===== config.mk =====
export PLATFORM = sky130hd
export DESIGN_NAME = mat_key_scan_ev
export DESIGN_NICKNAME = d
export VERILOG_FILES = /design/src/rtl/mat_key_pkg.sv /design/src/rtl/key_ev_fifo.sv /design/src/rtl/mat_key_scan_ev.sv
export SDC_FILE = /design/constraint.sdc
export NUM_CORES = 1
export LEC_CHECK = 0
export CAP_MARGIN = 20
export CORE_MARGIN = 5
export CORE_UTILIZATION = 55
export DETAILED_ROUTE_END_ITERATION = 16
export HOLD_SLACK_MARGIN = 0.03
export PLACE_DENSITY = 0.76
export SLEW_MARGIN = 10
export SYNTH_ARGS = -nofsm -noshare
export SYNTH_HDL_FRONTEND = slang
export SYNTH_HIERARCHICAL = 1
export SYNTH_SLANG_ARGS = --single-unit

===== constraint.sdc =====
create_clock -name clk -period 2.4 [get_ports clk]
set_input_delay 0.48 -clock clk [delete_from_list [all_inputs] [get_ports clk]]
set_output_delay 0.48 -clock clk [all_outputs]
set_load 0.02 [all_outputs]

===== src/rtl/mat_key_pkg.sv =====
// Shared defaults and the key-event record for the matrix keypad scanner.
package mat_key_pkg;

  localparam int ROWS_DEF        = 4;
  localparam int COLS_DEF        = 4;
  localparam int SCAN_DIV_DEF    = 8;
  localparam int DEB_SAMPLES_DEF = 8;
  localparam int FIFO_DEPTH_DEF  = 4;
  localparam int KW_DEF          = $clog2(ROWS_DEF * COLS_DEF);

  typedef struct packed {
    logic              press;
    logic [KW_DEF-1:0] key;
  } key_ev_t;

endpackage


===== src/rtl/key_ev_fifo.sv =====
// Small valid/ready event FIFO; a push into a full FIFO is accepted when a pop
// frees a slot on the same cycle, otherwise it is dropped and flagged.
module key_ev_fifo
  import mat_key_pkg::*;
#(
  parameter int DEPTH = FIFO_DEPTH_DEF,
  parameter int WIDTH = $bits(key_ev_t)
) (
  input  logic             clk,
  input  logic             rst_n,
  input  logic             push_i,
  input  logic [WIDTH-1:0] push_data_i,
  input  logic             pop_ready_i,
  output logic             pop_valid_o,
  output logic [WIDTH-1:0] pop_data_o,
  output logic             drop_o
);

  localparam int AW = $clog2(DEPTH);

  logic [WIDTH-1:0] mem_q [DEPTH];
  logic [AW-1:0]    wr_ptr_q, rd_ptr_q;
  logic [AW:0]      count_q;
  logic             full, empty, pop, push_ok;

  assign full        = (count_q == (AW+1)'(DEPTH));
  assign empty       = (count_q == '0);
  assign pop         = !empty && pop_ready_i;
  assign push_ok     = push_i && (!full || pop);
  assign drop_o      = push_i && full && !pop;
  assign pop_valid_o = !empty;
  assign pop_data_o  = mem_q[rd_ptr_q];

  always_ff @(posedge clk or negedge rst_n) begin
    if (!rst_n) begin
      wr_ptr_q <= '0;
      rd_ptr_q <= '0;
      count_q  <= '0;
    end else begin
      if (push_ok) wr_ptr_q <= wr_ptr_q + AW'(1);
      if (pop)     rd_ptr_q <= rd_ptr_q + AW'(1);
      if (push_ok && !pop)      count_q <= count_q + (AW+1)'(1);
      else if (!push_ok && pop) count_q <= count_q - (AW+1)'(1);
    end
  end

  // Storage needs no reset: only slots between the pointers are ever read.
  always_ff @(posedge clk) begin
    if (push_ok) mem_q[wr_ptr_q] <= push_data_i;
  end

endmodule


===== src/rtl/mat_key_scan_ev.sv =====
// Matrix keypad scanner: one-cold row drive, per-key frame debounce, level outputs
// and a press/release event stream delivered through a small FIFO.
module mat_key_scan_ev
  import mat_key_pkg::*;
#(
  parameter  int ROWS        = ROWS_DEF,
  parameter  int COLS        = COLS_DEF,
  parameter  int SCAN_DIV    = SCAN_DIV_DEF,
  parameter  int DEB_SAMPLES = DEB_SAMPLES_DEF,
  parameter  int FIFO_DEPTH  = FIFO_DEPTH_DEF,
  localparam int KW          = $clog2(ROWS * COLS)
) (
  input  logic                 clk,
  input  logic                 rst_n,
  input  logic [COLS-1:0]      col_in,
  output logic [ROWS-1:0]      row_out,
  output logic [ROWS*COLS-1:0] key_state,
  output logic                 frame_sync,
  output logic                 ev_valid,
  input  logic                 ev_ready,
  output logic                 ev_press,
  output logic [KW-1:0]        ev_key,
  output logic                 ev_overflow,
  input  logic                 ovf_clr
);

  localparam int NK = ROWS * COLS;
  localparam int RW = $clog2(ROWS);
  localparam int CW = $clog2(SCAN_DIV);

  logic [COLS-1:0]        sync1_q, sync2_q;
  logic [CW-1:0]          dwell_q;
  logic [RW-1:0]          row_q;
  logic [COLS-1:0]        sample_q [ROWS];
  logic                   frame_end_q;
  logic [DEB_SAMPLES-1:0] hist_q [NK];
  logic [DEB_SAMPLES-1:0] hist_d [NK];
  logic [NK-1:0]          key_state_q, key_state_d;
  logic [NK-1:0]          pending_q, pending_d;
  logic                   walk_active_q, walk_active_d;
  logic [KW-1:0]          walk_idx_q, walk_idx_d;
  logic                   ev_overflow_q;
  logic                   push;
  logic [KW:0]            push_data, head_data;
  logic                   drop;

  // Sample row r at the end of its dwell; frame_end_q flags the cycle after row ROWS-1 is captured.
  always_ff @(posedge clk or negedge rst_n) begin
    if (!rst_n) begin
      sync1_q     <= '0;
      sync2_q     <= '0;
      dwell_q     <= '0;
      row_q       <= '0;
      frame_end_q <= 1'b0;
      for (int r = 0; r < ROWS; r++) sample_q[r] <= '0;
    end else begin
      sync1_q     <= col_in;
      sync2_q     <= sync1_q;
      frame_end_q <= 1'b0;
      if (dwell_q == CW'(SCAN_DIV - 1)) begin
        dwell_q         <= '0;
        sample_q[row_q] <= sync2_q;
        row_q           <= (row_q == RW'(ROWS - 1)) ? '0 : row_q + RW'(1);
        frame_end_q     <= (row_q == RW'(ROWS - 1));
      end else begin
        dwell_q <= dwell_q + CW'(1);
      end
    end
  end

  always_comb begin
    row_out = '1;
    for (int r = 0; r < ROWS; r++) row_out[ROWS-1-r] = (row_q != RW'(r));
  end

  assign frame_sync = (row_q == RW'(ROWS - 1));

  always_comb begin
    key_state_d = key_state_q;
    for (int k = 0; k < NK; k++) begin
      hist_d[k] = hist_q[k];
      if (frame_end_q) begin
        hist_d[k] = {hist_q[k][DEB_SAMPLES-2:0], sample_q[k / COLS][k % COLS]};
        if (&hist_d[k])      key_state_d[k] = 1'b1;
        else if (~|hist_d[k]) key_state_d[k] = 1'b0;
      end
    end
  end

  // The walker visits one key per cycle; a new frame restarts it and adds fresh changes.
  always_comb begin
    pending_d     = pending_q;
    walk_active_d = walk_active_q;
    walk_idx_d    = walk_idx_q;
    push          = 1'b0;
    push_data     = {key_state_q[walk_idx_q], walk_idx_q};
    if (walk_active_q) begin
      if (pending_q[walk_idx_q]) begin
        push                  = 1'b1;
        pending_d[walk_idx_q] = 1'b0;
      end
      if (walk_idx_q == KW'(NK - 1)) walk_active_d = 1'b0;
      else                           walk_idx_d    = walk_idx_q + KW'(1);
    end
    if (frame_end_q) begin
      pending_d     = pending_d | (key_state_d ^ key_state_q);
      walk_active_d = 1'b1;
      walk_idx_d    = '0;
    end
  end

  always_ff @(posedge clk or negedge rst_n) begin
    if (!rst_n) begin
      key_state_q   <= '0;
      pending_q     <= '0;
      walk_active_q <= 1'b0;
      walk_idx_q    <= '0;
      ev_overflow_q <= 1'b0;
      for (int k = 0; k < NK; k++) hist_q[k] <= '0;
    end else begin
      key_state_q   <= key_state_d;
      pending_q     <= pending_d;
      walk_active_q <= walk_active_d;
      walk_idx_q    <= walk_idx_d;
      for (int k = 0; k < NK; k++) hist_q[k] <= hist_d[k];
      if (drop)         ev_overflow_q <= 1'b1;
      else if (ovf_clr) ev_overflow_q <= 1'b0;
    end
  end

  key_ev_fifo #(
    .DEPTH (FIFO_DEPTH),
    .WIDTH (KW + 1)
  ) u_fifo (
    .clk         (clk),
    .rst_n       (rst_n),
    .push_i      (push),
    .push_data_i (push_data),
    .pop_ready_i (ev_ready),
    .pop_valid_o (ev_valid),
    .pop_data_o  (head_data),
    .drop_o      (drop)
  );

  assign key_state   = key_state_q;
  assign ev_press    = head_data[KW];
  assign ev_key      = head_data[KW-1:0];
  assign ev_overflow = ev_overflow_q;

endmodule


==> impl.org <==
** Logic synthesis
- The synthesized netlist devotes less than 1% of its cell area to XOR and XNOR gates.
- Mux cell area share after synthesis :: a little under a fifth
- Sequential area share after synthesis :: between 50 and 60%
- Per-instance average area after synthesis :: 12.8 µm²
- Adder and majority cell fraction of the synthesized area :: 2.35%
- After synthesis, the largest family of logic cells by area is multiplexers.
- The most used flip-flop cell after synthesis is dfrtp_1.
- Counting flops with an async set or reset pin after synthesis yields a share of approximately nine tenths.
- Summing every instance area after synthesis gives ~0.0089 mm².
- Fraction of the mapped netlist area in compound gates :: about 5.8%
- Synth Net Count :: between 700 and 800
- Synthesis inferred approximately 210 register bits.
- Number of standard cells after synthesis :: 694
- The Yosys step of the flow raised 6 warnings.
- Number of synthesized flops with an enable pin :: 20
- Simple-gate area share of the yosys netlist :: about a tenth
- After synthesis, the netlist uses 40 different library cells.

** Floorplan
- Std-Cell Core Area :: between 0.015 and 0.02 mm²
- X dimension of the die :: 137 µm
- The floorplan has between 40 and 50 rows.
- Overall die height :: 137 µm
- Number of top-level pins :: 36
- Floorplan die area :: roughly 0.019 mm²
- Once the floorplan was initialized, standard cells occupied around 56% of the core.

** Outcome
- Status :: finished, violations left
- Violated checks :: setup timing

** Setup path
- End of the worst register-to-register path :: u_fifo/count_q[1]
- Cell breakdown of the critical path :: mux4_2 -> a21oi_2 -> o22ai_2 -> nor2b_4 -> ha_4 -> inv_2 -> fa_1 -> mux2_2
- CP Data Required Time :: 2.78 ns
- Among all stages on the critical path, the largest delay is contributed by mux4_2.
- Arrival time reported for the critical path endpoint :: 2.81 ns
- Type of element launching the critical path :: register
- Crit path capture type :: register
- Critical path fanouts, max :: 6
- Source of the worst register-to-register timing path :: walk_idx_q[0]
- Worst Setup Path Type :: register to register
- Reg2reg setup slack :: -0.03 ns
- The number of buffers and inverters on the critical path is 1.
- Among cell families on the critical path, the largest total delay comes from multiplexers.
- Crit-path max cell delay :: about 0.55 ns
- For the worst flop-to-flop path, the logic depth is 8.

** STA
- Pins Over Slew Limit :: 0
- Final hold analysis gives a worst-case slack of 0.348 ns.
- Sum Neg Setup Slack :: -0.0284 ns
- At the pin with the least slew margin, the transition time is ~0.42 ns.
- Setup repair after global routing missed its margin :: yes
- Final hold violation count :: 0
- After layout, the worst setup slack is -0.0284 ns.
- Clock tree skew after final layout :: about 0.024 ns
- Number of setup violations in the final report :: 1
- Fmax :: ~0.41 GHz
- Minimum clock period after layout :: around 2.4 ns
- Final period utilization :: 101%
- Slew Limit Headroom :: just over 70%

** Clock tree
- Library cell used as clock root buffer :: clkbuf_16
- Htree depth :: 1
- The longest clock path from root to sink contains 3 buffers.
- Count of clock tree sinks :: between 200 and 250
- The clock reaches the later pin of the worst-skew pair after ~0.51 ns.
- Counting the buffers created by CTS gives 22.
- TritonCTS clock tree :: done
- Clk slew on worst S/H paths :: approximately 0.060 ns

** Drt
- Across all layers, the routed design uses approximately 5600 vias.
- DRT antenna net count :: 0
- Routed len/inst :: around 17 µm
- 1st-pass router iterations :: 4
- For this run, design rule violations remaining after detail routing come to 0.
- Initial detailed-routing violation count :: 291
- Drt via density :: 5.68
- Detailed-route wire length :: approximately 17000 µm

** Cells and area
- Filler Cell Count :: ~1200
- FF/Latch Area :: 0.00529 mm²
- Area used by multi-input combinational logic :: between 0.003 and 0.004 mm²
- The library cell used most frequently in the layout, excluding fill and tap cells, is dfrtp_1.
- Final net count :: roughly 770
- The library cells used most frequently in the layout, excluding fill and tap cells, are dfrtp_1 (184), mux2_2 (113), nor2_1 (65).
- Area overhead of the layout relative to synthesis :: 16.2%
- In the final layout, the share of cells above drive strength 1 is between 20 and 30%.
- 0 antenna diodes ended up in the layout.

** Global routing
- Initial antenna violation count :: 0
- Via count of the first global-routing pass :: about 5800
- Remaining global-route overflow :: 0
- Entering global routing, the biggest net connects just under 70 pins.
- In the global route stage, overall resource usage came out at between 10% and 20%.
- The first global-routing pass estimated around 29000 µm of wire.

** Place
- Detail Placement HPWL :: between 10000 and 15000 µm
- Port-buffer cells :: 35
- The congestion estimate from routability-driven global placement came to approximately 0.84.

** Pwr
- Worst IR drop on VDD :: 0.661 mV
- Net Switching :: around 1.4 mW
- Internal cell power :: about 5.5 mW
- Switching fraction of total power :: between 20% and 30%
- Leakage power :: roughly 4.5 nW
- Part of the total power dissipated in sequential elements :: roughly 52%
- Dividing total power by cell area gives a power density of between 600 and 700 mW/mm².
- Clk network pwr share :: ~46%
- Combinational cells account for between 1.5 and 2% of the total power.

** Hold path
- Endpoint of the worst hold-timing path :: sync2_q[3]
- The startpoint identified for the worst hold timing path is sync1_q[3].
- The worst hold path passes through 0 cells.
- The min-delay analysis places its worst path in the category register to register.

** Run
- Max Cap Viol :: 0
worst max path at each step:
stage | start | endpoint | slack (ns) | cells past startpoint
after floorplan | walk_idx_q[0] | u_fifo/count_q[1] | -0.15 | 10
after global placement | walk_idx_q[0] | u_fifo/count_q[1] | -0.008 | 8
after detailed placement | walk_idx_q[0] | u_fifo/count_q[1] | -0.09 | 9
after CTS | walk_idx_q[0] | u_fifo/count_q[1] | -0.03 | 8
after global routing | walk_idx_q[0] | u_fifo/count_q[1] | -0.16 | 8
final | walk_idx_q[0] | u_fifo/count_q[1] | -0.03 | 8
registers in the layout (all words and copies together), names as in the netlist:
signal and cells:
dwell_q 3, u_fifo/mem_q 20, u_fifo/count_q 3, sync1_q 4, sync2_q 4, hist_q 112, ev_overflow 1, frame_end_q 1
key_state 16, pending_q 16, sample_q 16, u_fifo/rd_ptr_q 2, u_fifo/wr_ptr_q 2, walk_active_q 1, row_q 2, walk_idx_q 4
power groups by stage:
stage          logic [mW]  clock network [mW]  registers (mW)
6_report            0.116                3.18            3.60
5_1_grt             0.135                3.40            3.60
4_1_cts             0.122                3.25            3.60
3_5_place_dp        0.120                   0            3.67
3_3_place_gp        0.114                   0            3.66
2_1_floorplan      0.0305                   0            3.65
area by class of cell:
class                           instances  area share (%)
Inverter                               46            1.68
Sequential cell                       207            51.4
Multi-Input combinational cell        414            32.1
Clock inverter                          9           0.596
Timing Repair Buffer                   57            5.54
Tap cell                              216            2.63
Clock buffer                           30            6.13
timing repair:
item                                   in CTS  in global routing
buffers inserted                            2                  2
hold buffers                                1                  0
gates resized for setup                    11                  5
endpoints found under the hold margin      23                  0
pin swaps                                   0                  1
setup endpoints to repair                   8                  7
routing by layer:
metal / track usage (%) / vias to the layer above / wire [µm] / part of all wire [%]
met4: 5.54 / 0 / 393 / 2.3
met1: 25.5 / 2806 / 7330 / 43
met3: 3.20 / 35 / 740 / 4.3
met2: 33.1 / 118 / 8560 / 50
li1: - / 2599 / - / -
met5: 0 / - / 0 / 0
cells by family (layout without fill, tap and decap cells):
kind of cell    after synthesis  after routing
compound gates               86             86
xor+xnor                      8              8
fa+ha+maj                    16             16
buf+inv                      73            142
flops                       207            207
mux                         131            131
simple gates                173            173
worst register-to-register path, stage by stage (launching register included):
cell     delay (ns)
dfrtp_2        0.44
mux4_2         0.55
a21oi_2        0.15
o22ai_2        0.11
nor2b_4        0.15
ha_4           0.18
inv_2          0.04
fa_1           0.40
mux2_2         0.27
stage by stage:
stage	setup slack [ns]	cells	utilization, %	total power [mW]	instance area, µm²
3_5_place_dp	-0.0917	935	60.3	3.78	9540
5_1_grt	-0.163	979	65.0	7.14	10300
2_1_floorplan	-0.147	694	-	3.68	8870
4_1_cts	-0.0300	977	64.8	6.97	10300
6_report	-0.0284	979	65.0	6.90	10300
3_3_place_gp	-0.00827	935	60.3	3.78	9540
Yosys cell counts, types with 4 or more instances:
library cell  instances  share of area (%)
dfrtp_1             187                 53
edfxtp_1             20                6.8
mux2_2              113                 14
o21ai_1               4               0.23
xnor2_1               5               0.49
nand2_1              34                1.4
clkbuf_1              7               0.30
a21oi_1              17               0.96
nor2_1               65                2.8
and4_1               13                1.3
ha_1                 15                2.1
nor4_1               17                1.2
and2_1                5               0.35
o21ai_0              41                2.3
nand4_1              16                1.1
a41oi_1              14                1.4
mux4_2               12                3.1
inv_1                46                2.0
nand3_1              11               0.62
buf_2                18                1.0
No activity file was read; power rests on OpenSTA's default activity.
